<file path="config.mk">
export PLATFORM = sky130hd
export DESIGN_NAME = ddc_mix_cic
export DESIGN_NICKNAME = d
export VERILOG_FILES = /design/src/rtl/ddc_pkg.sv /design/src/rtl/cic_dec_chan.sv /design/src/rtl/ddc_mix_cic.sv
export SDC_FILE = /design/constraint.sdc
export NUM_CORES = 2
export LEC_CHECK = 0
export ABC_AREA = 0
export CORE_ASPECT_RATIO = 1.75
export CORE_UTILIZATION = 59
export CTS_CLUSTER_SIZE = 14
export DETAILED_ROUTE_END_ITERATION = 8
export PLACE_DENSITY = 0.86
export REMOVE_ABC_BUFFERS = 1
export SETUP_SLACK_MARGIN = 0.4
export SYNTH_ARGS = -nofsm -noshare
export SYNTH_HDL_FRONTEND = slang
export SYNTH_SLANG_ARGS = --single-unit
</file>
<file path="constraint.sdc">
create_clock -name clk -period 7.01 [get_ports clk]
set_clock_uncertainty 0.2 [all_clocks]
set_input_delay 1.7525 -clock clk [delete_from_list [all_inputs] [get_ports clk]]
set_output_delay 1.7525 -clock clk [all_outputs]
set_load 0.01 [all_outputs]
</file>
<file path="src/rtl/ddc_pkg.sv">
// Shared widths and arithmetic helpers for the DDC mixer/CIC decimator.
// Helpers take explicit widths so overridden parameters stay consistent.
package ddc_pkg;

   localparam int DDC_DW    = 12;
   localparam int DDC_MPR   = 12;
   localparam int DDC_OW    = 16;
   localparam int DDC_NSTG  = 3;
   localparam int DDC_LOG2R = 3;

   function automatic int acc_width(input int dw, input int mpr, input int nstg, input int log2r);
      return dw + mpr + nstg * log2r;
   endfunction

   function automatic longint rnd_const(input int acc_w, input int ow);
      return longint'(1) <<< (acc_w - ow - 1);
   endfunction

   // Round-half-up to the top ow bits; only positive overflow of the rounding add is possible.
   function automatic longint sat_trunc(input longint x, input int acc_w, input int ow);
      longint sum;
      longint max_pos;
      sum     = x + rnd_const(acc_w, ow);
      max_pos = (longint'(1) <<< (acc_w - 1)) - 1;
      if (sum > max_pos) return (longint'(1) <<< (ow - 1)) - 1;
      return sum >>> (acc_w - ow);
   endfunction

endpackage

</file>
<file path="src/rtl/cic_dec_chan.sv">
// One CIC decimation channel: integrators, decimation register, combs, round/clamp.
// tok_i marks a new mixer product; tok_o marks a new rounded output word.
module cic_dec_chan
   import ddc_pkg::*;
#(
   parameter int ACC_W = 33,
   parameter int NSTG  = 3,
   parameter int OW    = 16
) (
   input  logic             clk,
   input  logic             reset,
   input  logic             clken,
   input  logic             tok_i,
   input  logic [ACC_W-1:0] x_i,
   input  logic             dec_take_i,
   output logic             int_tok_o,
   output logic             tok_o,
   output logic [OW-1:0]    y_o
);

   logic [ACC_W-1:0] int_q [NSTG];
   logic [NSTG-1:0]  int_tok_q;
   logic [ACC_W-1:0] dec_q;
   logic             dec_tok_q;
   logic [ACC_W-1:0] comb_q [NSTG];
   logic [ACC_W-1:0] prev_q [NSTG];
   logic [NSTG-1:0]  comb_tok_q;
   logic [ACC_W-1:0] comb_in [NSTG];
   logic [NSTG-1:0]  comb_in_tok;
   logic [OW-1:0]    y_q, y_d;
   logic             tok_q;

   // NOTE: state uses non-blocking assignments so every stage samples pre-edge values.
   always_ff @(posedge clk) begin
      if (reset) begin
         for (int k = 0; k < NSTG; k++) int_q[k] <= '0;
         int_tok_q <= '0;
         dec_q     <= '0;
         dec_tok_q <= 1'b0;
      end else if (clken) begin
         int_tok_q <= {int_tok_q[NSTG-2:0], tok_i};
         if (tok_i) int_q[0] <= int_q[0] + x_i;
         for (int k = 1; k < NSTG; k++)
            if (int_tok_q[k-1]) int_q[k] <= int_q[k] + int_q[k-1];
         dec_tok_q <= int_tok_q[NSTG-1] & dec_take_i;
         if (int_tok_q[NSTG-1] && dec_take_i) dec_q <= int_q[NSTG-1];
      end
   end

   assign int_tok_o = int_tok_q[NSTG-1];

   // NOTE: every always_comb output is assigned on all paths to avoid inferred latches.
   always_comb begin
      comb_in[0]  = dec_q;
      comb_in_tok = {comb_tok_q[NSTG-2:0], dec_tok_q};
      for (int k = 1; k < NSTG; k++) comb_in[k] = comb_q[k-1];
   end

   always_ff @(posedge clk) begin
      if (reset) begin
         for (int k = 0; k < NSTG; k++) begin
            comb_q[k] <= '0;
            prev_q[k] <= '0;
         end
         comb_tok_q <= '0;
      end else if (clken) begin
         comb_tok_q <= comb_in_tok;
         for (int k = 0; k < NSTG; k++) begin
            if (comb_in_tok[k]) begin
               comb_q[k] <= comb_in[k] - prev_q[k];
               prev_q[k] <= comb_in[k];
            end
         end
      end
   end

   assign y_d = OW'(sat_trunc(longint'(signed'(comb_q[NSTG-1])), ACC_W, OW));

   always_ff @(posedge clk) begin
      if (reset) begin
         y_q   <= '0;
         tok_q <= 1'b0;
      end else if (clken) begin
         tok_q <= comb_tok_q[NSTG-1];
         if (comb_tok_q[NSTG-1]) y_q <= y_d;
      end
   end

   assign tok_o = tok_q;
   assign y_o   = y_q;

endmodule

</file>
<file path="src/rtl/ddc_mix_cic.sv">
// DDC stage: mixes ADC samples with NCO cos/-sin and decimates I/Q by 2^LOG2R
// through two CIC channels sharing one decimation counter.
module ddc_mix_cic
   import ddc_pkg::*;
#(
   parameter int DW    = DDC_DW,
   parameter int MPR   = DDC_MPR,
   parameter int NSTG  = DDC_NSTG,
   parameter int LOG2R = DDC_LOG2R,
   parameter int OW    = DDC_OW
) (
   input  logic                 clk,
   input  logic                 reset,
   input  logic                 clken,
   input  logic signed [DW-1:0]  din,
   input  logic                 din_valid,
   input  logic signed [MPR-1:0] nco_sin,
   input  logic signed [MPR-1:0] nco_cos,
   input  logic                 nco_valid,
   output logic signed [OW-1:0]  i_out,
   output logic signed [OW-1:0]  q_out,
   output logic                 out_valid
);

   localparam int ACC_W = acc_width(DW, MPR, NSTG, LOG2R);
   localparam int PW    = DW + MPR;
   localparam int R     = 1 << LOG2R;

   logic                 accept;
   logic signed [PW-1:0] prod_i, prod_q;
   logic [ACC_W-1:0]     mix_i_q, mix_q_q;
   logic                 mix_tok_q;
   logic [LOG2R-1:0]     cnt_q, cnt_d;
   logic                 dec_take;
   logic                 i_int_tok, q_int_tok, int_tok;
   logic                 i_tok, q_tok, out_tok;
   logic [OW-1:0]        i_y, q_y;
   logic [OW-1:0]        i_out_q, q_out_q;
   logic                 out_valid_q;

   assign accept = din_valid & nco_valid;
   assign prod_i = PW'(din) * PW'(nco_cos);
   assign prod_q = -(PW'(din) * PW'(nco_sin));

   always_ff @(posedge clk) begin
      if (reset) begin
         mix_i_q   <= '0;
         mix_q_q   <= '0;
         mix_tok_q <= 1'b0;
      end else if (clken) begin
         mix_tok_q <= accept;
         if (accept) begin
            mix_i_q <= ACC_W'(prod_i);
            mix_q_q <= ACC_W'(prod_q);
         end
      end
   end

   assign int_tok  = i_int_tok & q_int_tok;
   assign dec_take = (cnt_q == LOG2R'(R - 1));
   assign cnt_d    = dec_take ? '0 : cnt_q + 1'b1;

   always_ff @(posedge clk) begin
      if (reset)                  cnt_q <= '0;
      else if (clken && int_tok)  cnt_q <= cnt_d;
   end

   cic_dec_chan #(.ACC_W(ACC_W), .NSTG(NSTG), .OW(OW)) u_chan_i (
      .clk        (clk),
      .reset      (reset),
      .clken      (clken),
      .tok_i      (mix_tok_q),
      .x_i        (mix_i_q),
      .dec_take_i (dec_take),
      .int_tok_o  (i_int_tok),
      .tok_o      (i_tok),
      .y_o        (i_y)
   );

   cic_dec_chan #(.ACC_W(ACC_W), .NSTG(NSTG), .OW(OW)) u_chan_q (
      .clk        (clk),
      .reset      (reset),
      .clken      (clken),
      .tok_i      (mix_tok_q),
      .x_i        (mix_q_q),
      .dec_take_i (dec_take),
      .int_tok_o  (q_int_tok),
      .tok_o      (q_tok),
      .y_o        (q_y)
   );

   assign out_tok = i_tok & q_tok;

   // The valid pulse is cleared on any clk edge, not only enabled ones.
   always_ff @(posedge clk) begin
      if (reset) begin
         i_out_q     <= '0;
         q_out_q     <= '0;
         out_valid_q <= 1'b0;
      end else begin
         out_valid_q <= clken & out_tok;
         if (clken && out_tok) begin
            i_out_q <= i_y;
            q_out_q <= q_y;
         end
      end
   end

   assign i_out     = i_out_q;
   assign q_out     = q_out_q;
   assign out_valid = out_valid_q;

endmodule

</file>
==> results.yml <==
status:
  status: "finished, violations left"
  violations: "capacitance limit, slew limit"
grt:
  grt_pass1_wl_um: 215700
  grt_usage_pct: 27.77
  grt_start_max_net_pins: 83
  grt_pass1_vias: 44946
  gr-total-overflow: 0
  antenna_found_initial: 3
synth:
  synth_enable_flop_cells: 562
  synth.top_cells.by_area: "edfxtp_1, ha_1, fa_1"
  synth_top_area_share_pct: 29.83
  synth_area_leader_cell: "edfxtp_1"
  synth-async-reset-ratio_pct: 0
  synth_flop_cell: "edfxtp_1"
  syn_inst: 5950
  postSynthAreaPerCell_sq_um: 9.508
  syn-cell-area_sq_um: 56570
  synth_warnings: 0
  ys_seq_area_share_pct: 36.59
  synth_seq_cells: 753
  synth.distinct_cells: 88
worst_hold_path:
  hp-class: "register to register"
route:
  first_pass_iters: 6
  vias_per_cell: 5.882
  totalWireLength_um: 137100
  drc: 0
  vias: 43654
  wl_per_cell_um: 18.48
  drtIter0Drc: 2319
  ant_nets: 0
place:
  place.gp.congestion: 0.9550
  dpl_cell_area_sq_um: 59860
  dpl_worst_slack_ns: -0.9815
  numPortBuffers: 73
  hpwl_um: 101500
  dp.cells: 7255
sta:
  period_share_pct: 95.29
  worstMarginPinSlew_ns: 1.498
  postLayoutSetupSlackWorst_ns: 0.3302
  final_max_slew_viol_count: 1
  slew_headroom_pct: -0.4563
  finalHoldViolations: 0
  final-setup-viol-count: 0
  clock.fmax_ghz: 0.1497
  period_minus_slack_ns: 6.680
  rsz0062_at_grt: "yes"
clock_tree:
  clock_latency_ns: 0.65
  path_clk_slew_ns: 0.06
  cts_buffers: 70
  clock_path_buffers: 3
  cts_max_level: 3
  cts_root_buf: "clkbuf_16"
  tritoncts: "done"
  postCtsHoldBufs: 0
  clkSinkCount: 753
critical_path:
  worstSetupStartpoint: "din[10]"
  r2r_cells: 11
  crit_fanout: 9
  crit_path_end_kind: "register"
  critical_path.endpoint: "mix_q_q[23]$_SDFFE_PP0P_"
  path_class: "primary input to register"
  critPathLaunchType: "primary input"
  cp_data_required_time_ns: 7.29
  regToRegStartpoint: "u_chan_i.prev_q[0][1]$_SDFFCE_PN0P_"
  crit_arrival_ns: 6.96
  worst-r2r-setup-slack_ns: 2.68
  rr_endpoint: "u_chan_i.comb_q[0][19]$_SDFFCE_PN0P_"
floorplanning:
  core_sq_um: 94710
  start_util_pct: 59.74
  die_w_um: 236.1
  num_rows: 149
  dieArea_sq_um: 97180
  ios: 74
  die_height_um: 411.6
cells_and_area:
  nets: 7005
  drive_gt1_share_pct: 9.094
  area_delta_synth_final_pct: 11.92
  multi_input_comb_area_sq_um: 33670
  layout_common_cells: "inv_1, nand2_1, edfxtp_1, nor2_1, ha_1"
  n_fill_cell: 6845
  fin_cells: 7422
  final_common_cell: "inv_1"
  stdcell_area_sq_um: 63310
  ff_latch_area_sq_um: 20700
power:
  p_leak_nw: 27.73
  power_density_nw_per_um2: 357.8
  finalPower_mw: 22.65
  ir_worst_vdd_mv: 0.5479
flow_run:
  max-cap-violations: 1
==> layout make-up <==
type | instances | share of cell area, %
multi-input combinational | 4402 | 53.19
antenna | 1 | 0.003952
clock inverter | 19 | 0.1877
clock buffer | 107 | 3.395
sequential | 753 | 32.69
tap | 1208 | 2.387
inverter | 600 | 3.559
timing repair buffer | 332 | 4.587
==> synth_stat cells, types with 40 or more instances <==
master    number
o21ai_0      192
nor3_1       101
inv_1        599
edfxtp_1     562
fa_1         282
xor2_1       162
o21a_1        66
nand3_1       80
and3_1        61
ha_1         523
nand2b_1      69
nor2_1       519
nand2_1      600
a31oi_1       40
clkbuf_1     180
a21oi_1      467
a21o_1       195
xnor2_1      190
dfxtp_1      191
and2_1       330
a211oi_1      87
nor2b_1       71
==> state kept, by name (all words and copies together), names as in the netlist, 33 cells and up <==
register,cells
u_chan_i.comb_q,83
u_chan_i.dec_q,33
u_chan_i.int_q,99
u_chan_i.prev_q,99
u_chan_q.comb_q,83
u_chan_q.dec_q,33
u_chan_q.int_q,99
u_chan_q.prev_q,99
==> worst min-delay path by stage <==
stage,startpoint,depth (start not counted),end
6_report,u_chan_i.y_o[13]$_SDFFE_PP0P_,2,i_out[13]$_SDFFE_PP0P_
5_1_grt,u_chan_i.y_o[13]$_SDFFE_PP0P_,2,i_out[13]$_SDFFE_PP0P_
4_1_cts,u_chan_i.y_o[13]$_SDFFE_PP0P_,2,i_out[13]$_SDFFE_PP0P_
3_5_place_dp,u_chan_q.y_o[3]$_SDFFE_PP0P_,2,q_out[3]$_SDFFE_PP0P_
3_3_place_gp,u_chan_q.y_o[9]$_SDFFE_PP0P_,2,q_out[9]$_SDFFE_PP0P_
2_1_floorplan,u_chan_i.y_o[15]$_SDFFE_PP0P_,2,i_out[15]$_SDFFE_PP0P_
==> critical path: stages <==
cell	delay (ns)
clkdlybuf4s15_1	0.18
buf_6	0.14
buf_4	0.18
and2_1	0.16
fa_1	0.47
inv_1	0.05
fa_1	0.48
fa_1	0.53
fa_1	0.57
fa_1	0.63
ha_4	0.22
ha_4	0.27
a21o_1	0.13
a21o_1	0.13
a21oi_1	0.08
o211a_1	0.16
o41ai_2	0.39
nand3_1	0.12
nand2_1	0.10
xor2_1	0.14
a211oi_1	0.08
==> kinds of logic after synthesis <==
logic type,count (synthesis),share of synthesized area (%)
AO/OA/AOI/OAI,1289,14.65
XOR/XNOR,352,5.450
adder cells (fa/ha/maj),805,21.55
buffers and inverters,795,5.275
flip-flops,753,36.59
multiplexers,14,0.2499
AND/OR/NAND/NOR,1942,16.24
==> routing by layer <==
metal	share of wire [%]	track usage, %	vias to the layer above
met5	0.016	0	-
met2	54	54.39	1266
met3	4.5	4.262	550
met1	33	24.88	20953
met4	9.0	21.95	4
li1	-	-	20881
==> power by group <==
| group | switching (mW) | internal [mW] | leakage, nW |
|---|---|---|---|
| Clock | 1.69 | 2.13 | 1.12 |
| Sequential | 0.137 | 4.98 | 7.25 |
| Combinational | 6.81 | 6.90 | 19.4 |
| Total | 8.64 | 14.0 | 27.7 |
==> what timing repair did <==
action / 4_1_cts / 5_1_grt
endpoints found under the setup margin: 20 / 14
pin swaps: 55 / 103
gates cloned: 2 / 1
gates resized for setup: 185 / 125
setup buffers: 29 / 8
==> metrics by stage <==
step	hold slack (ns)	TNS [ns]	utilization (%)
floorplan	0.2260	-0.4654	-
global placement	0.2383	-11.48	63.21
detailed placement	0.2418	-14.06	63.21
CTS	0.2462	0	66.24
global route	0.2584	0	66.85
finish	0.2434	0	66.85
Power figures use the tool's default switching activity.
